==> src/rtl/mar_burst.sv <==
// Memory address register with self-timed RAM bursts: bus load in IDLE, one req/ack beat per cycle in ACTIVE.
// Outputs are registered; MemReq appears the cycle after Start; each beat waits indefinitely for MemAck.
module mar_burst #(
    parameter int DATA_W    = 32,
    parameter int ADDR_W    = 9,
    parameter int MAX_BURST = 8,
    parameter int STRIDE    = 1,
    localparam int LEN_W    = $clog2(MAX_BURST + 1)
) (
    input  logic              Clock,
    input  logic              Clear,
    input  logic [DATA_W-1:0] BusMuxOut,
    input  logic              MARin,
    input  logic              Start,
    input  logic              Write,
    input  logic [LEN_W-1:0]  BurstLen,
    input  logic              MemAck,
    output logic [ADDR_W-1:0] Address,
    output logic              MemReq,
    output logic              MemWE,
    output logic [LEN_W-1:0]  Beat,
    output logic              Busy,
    output logic              Done
);

    localparam logic [ADDR_W-1:0] STRIDE_A = ADDR_W'(STRIDE);
    localparam logic [LEN_W-1:0]  MAX_LEN  = LEN_W'(MAX_BURST);

    typedef enum logic [1:0] {
        S_IDLE,
        S_ACTIVE,
        S_FINISH
    } state_t;

    typedef struct packed {
        logic             we;
        logic [LEN_W-1:0] len;
    } burst_cfg_t;

    state_t            state_q, state_d;
    burst_cfg_t        cfg_q, cfg_d;
    logic [ADDR_W-1:0] addr_q, addr_d;
    logic [LEN_W-1:0]  beat_q, beat_d;
    logic              req_q, req_d;
    logic              we_q, we_d;
    logic              busy_q, busy_d;
    logic              done_q, done_d;
    logic [LEN_W-1:0]  beat_inc;

    assign beat_inc = beat_q + LEN_W'(1);

    // Only the low ADDR_W bits of the bus form an address.
    generate
        if (DATA_W > ADDR_W) begin : g_bus_hi
            logic unused_bus_bits;
            assign unused_bus_bits = ^BusMuxOut[DATA_W-1:ADDR_W];
        end
    endgenerate

    always_comb begin
        state_d = state_q;
        cfg_d   = cfg_q;
        addr_d  = addr_q;
        beat_d  = beat_q;
        req_d   = 1'b0;
        we_d    = 1'b0;
        busy_d  = 1'b0;
        done_d  = 1'b0;
        case (state_q)
            S_IDLE: begin
                if (MARin) begin
                    addr_d = BusMuxOut[ADDR_W-1:0];
                end
                if (Start) begin
                    beat_d = '0;
                    if (BurstLen != '0) begin
                        cfg_d.we  = Write;
                        cfg_d.len = (BurstLen > MAX_LEN) ? MAX_LEN : BurstLen;
                        state_d   = S_ACTIVE;
                        req_d     = 1'b1;
                        we_d      = Write;
                        busy_d    = 1'b1;
                    end else begin
                        state_d = S_FINISH;
                        done_d  = 1'b1;
                    end
                end
            end
            S_ACTIVE: begin
                req_d  = 1'b1;
                we_d   = cfg_q.we;
                busy_d = 1'b1;
                if (MemAck) begin
                    addr_d = addr_q + STRIDE_A;
                    beat_d = beat_inc;
                    // Last beat: drop the request and flag completion together.
                    if (beat_inc == cfg_q.len) begin
                        state_d = S_FINISH;
                        req_d   = 1'b0;
                        we_d    = 1'b0;
                        busy_d  = 1'b0;
                        done_d  = 1'b1;
                    end
                end
            end
            S_FINISH: begin
                state_d = S_IDLE;
            end
            default: begin
                state_d = S_IDLE;
            end
        endcase
    end

    always_ff @(posedge Clock or negedge Clear) begin
        if (!Clear) begin
            state_q <= S_IDLE;
            cfg_q   <= '0;
            addr_q  <= '0;
            beat_q  <= '0;
            req_q   <= 1'b0;
            we_q    <= 1'b0;
            busy_q  <= 1'b0;
            done_q  <= 1'b0;
        end else begin
            state_q <= state_d;
            cfg_q   <= cfg_d;
            addr_q  <= addr_d;
            beat_q  <= beat_d;
            req_q   <= req_d;
            we_q    <= we_d;
            busy_q  <= busy_d;
            done_q  <= done_d;
        end
    end

    assign Address = addr_q;
    assign MemReq  = req_q;
    assign MemWE   = we_q;
    assign Beat    = beat_q;
    assign Busy    = busy_q;
    assign Done    = done_q;

endmodule

==> config.mk <==
export PLATFORM = sky130hd
export DESIGN_NAME = mar_burst
export DESIGN_NICKNAME = d
export VERILOG_FILES = /design/src/rtl/mar_burst.sv
export SDC_FILE = /design/constraint.sdc
export NUM_CORES = 1
export LEC_CHECK = 0
export ABC_CLOCK_PERIOD_IN_PS = 2200
export CAP_MARGIN = 10
export CORE_UTILIZATION = 60
export CTS_BUF_LIST = sky130_fd_sc_hd__clkbuf_8
export CTS_CLUSTER_DIAMETER = 120
export CTS_CLUSTER_SIZE = 40
export DETAILED_ROUTE_END_ITERATION = 8
export DONT_BUFFER_PORTS = 1
export GPL_TIMING_DRIVEN = 0
export PLACE_DENSITY = 0.76
export SLEW_MARGIN = 20
export SYNTH_ARGS = -nofsm -noshare
export SYNTH_HDL_FRONTEND = slang
export SYNTH_SLANG_ARGS = --single-unit
==> constraint.sdc <==
create_clock -name Clock -period 2.2 [get_ports Clock]
set_input_delay 0.55 -clock Clock [delete_from_list [all_inputs] [get_ports Clock]]
set_output_delay 0.55 -clock Clock [all_outputs]
set_load 0.1 [all_outputs]
==> reports/qor.yml <==
async_reset_ff_frac: 1.000
cts_made_buffers: 3
area_growth_pct: 6.910
synthesis.area_mm2: 0.001304
seq_area_frac_synth: 0.4415
synth.ff_latch_count: 23
io_buffers: 0
cts_max_level: 1
cts_tree: "built"
cts_root_buf: "clkbuf_8"
drv_cap: 0
die_w_um: 48.62
crit_path_start_kind: "register"
die_area_mm2: 0.002363
synthCells: 131
die_h_um: 48.62
max_freq_mhz: 473.3
post_drt_wl_per_cell_um: 15.88
multiInputGateArea_um2: 660.6
grt.overflow.total: 0
worstHoldPathType: "in -> async"
cp.required_ns: 2.34
clkSinkCount: 23
drt_iter0_markers: 30
place_congestion: 0.8520
rsz0062_at_grt: "no"
ant_nets: 0
io_pins: 59
grt_antenna_before_repair: 0
cts_setup_buffers: 0
totalWireLength_um: 2589
via_per_inst: 6.215
via_count: 1013
ys.flop_type: "dfrtp_1"
r2r_setup_slack_ns: 0.09
setup_violations: 0
avgSynthCellArea_um2: 9.952
cts_max_path_buffers: 2
status: "finished, final reports clean"
first_global_vias: 986
final-seq-area_um2: 581.8
num_rows: 16
worst-path-max-fanout: 6
grt_usage: 0.2336
hpwlAfterDp_um: 1878
clk_pin_slew_worst_paths_ns: 0.08
synth_area_leaders: "dfrtp_1 44%, nand2_1 5.5%, a21oi_1 3.5%, buf_6 3.5%, o21ai_0 3.1%"
cp.arrival_ns: 2.25
yosysTopAreaCell: "dfrtp_1"
synth.most_common_cell: "dfrtp_1"
ys_warn_count: 0
core-area_mm2: 0.002002
drtPass1Iterations: 4
cp-end-kind: "register"
start_util: 0.6512
grt_pass1_wl_um: 4181
skew_ns: 0.003153
clk_latency_ns: 0.26
grt_max_degree: 24
yosys.area.top_type_share: 0.4415
slew_headroom: 0.3056
path_class: "reg -> reg"
nFillCells: 154
synth_edf_count: 0
maxSlewViolCount: 0
worst_pin_slew_ns: 1.042
synth_cell_types: 41
ys_top_cells_by_count: "23 x dfrtp_1, 19 x nand2_1, 9 x a21oi_1"
fin_nets: 181
hold_ws_ns: 0.2492
fin_crit_sh: 0.9605
hold_viol: 0
synth_nets: 175
layout-drive-gt1-share: 0.2059
antenna_cells: 0
drc: 0
fin_crit_ns: 2.113
==> timing repair <==
action | 4_1_cts | 5_1_grt
resized for setup | 2 | 2
endpoints found under the hold margin | 23 | 0
hold buffers | 1 | 0
endpoints found under the setup margin | 5 | 3
pin swaps | 0 | 0
==> critical path, cell delays in order (launching register included) <==
cell and delay (ns):
dfrtp_1 1.03, nand3_1 0.28, xnor2_1 0.35, and3_4 0.26, o21ai_1 0.07
==> worst paths after layout <==
| path | startpoint | cells after the start | end |
|---|---|---|---|
| min in group Clock | BusMuxOut[1] | 2 | Address[1] |
| max reg2reg | Beat[2] | 4 | Busy |
| max in group asynchronous | Clear | 1 | Address[1] |
| max | Beat[2] | 4 | Busy |
| min | Clear | 1 | state_q[0] |
| min reg2reg | cfg_q[0] | 2 | cfg_q[0] |
==> area by class of cell <==
cell class / instances / share of cell area
sequential: 23 / 0.4174
timing repair buffer: 1 / 0.003591
multi-input combinational: 100 / 0.4740
clock buffer: 3 / 0.02962
tap: 27 / 0.02424
clock inverter: 1 / 0.002693
buffer: 6 / 0.04309
inverter: 2 / 0.005386
==> per-stage QoR <==
stage | worst slack (ns) | std cells | setup TNS, ns | util | instance area [µm²]
final | 0.08699 | 163 | 0 | 0.6963 | 1394
after global routing | 0.01816 | 163 | 0 | 0.6963 | 1394
after CTS | 0.01079 | 163 | 0 | 0.6975 | 1396
after detailed placement | -0.1567 | 158 | -0.4441 | 0.6688 | 1339
after global placement | -0.08948 | 158 | -0.2362 | 0.6688 | 1339
after floorplan | 0.03139 | 131 | 0 | - | 1305
==> cells by family after synthesis <==
group / synth area share
adders and majority gates: 0.01919
and+or+nand+nor: 0.2111
AOI/OAI and AO/OA: 0.2121
buffers and inverters: 0.05182
muxes: 0.02399
DFF: 0.4415
xor gates and xnor gates: 0.04031
==> layout by cell type (no fill, tap or decap), types with 2 or more instances in the layout <==
master,n
buf_6,4
a41o_1,3
nand3b_1,3
inv_1,3
o21ai_0,8
a22o_2,3
a21oi_1,9
nand2_1,19
nand2b_1,2
clkbuf_8,3
buf_4,2
dfrtp_1,18
mux2i_1,2
a22o_1,2
o21ai_1,3
nor2_1,7
xnor2_1,4
ha_1,2
a2bb2oi_1,2
nand3_1,6
dfrtp_2,5
xor2_1,2
o22ai_1,3
==> sequential cells by signal (all words and copies together) (netlist names) <==
| signal | cells |
|---|---|
| Address | 9 |
| cfg_q | 5 |
| Beat | 4 |
| state_q | 2 |
| Busy | 1 |
| Done | 1 |
| MemWE | 1 |
==> layer usage <==
layer	wire, µm	track usage	vias up
met5	0	0	-
met4	11	0.1029	0
met3	217	0.06289	2
met2	1160	0.3472	51
met1	1200	0.3202	473
li1	-	-	487
Power is not shown: default switching activity piles up to over one toggle a cycle in this logic, so the estimate is an artifact.
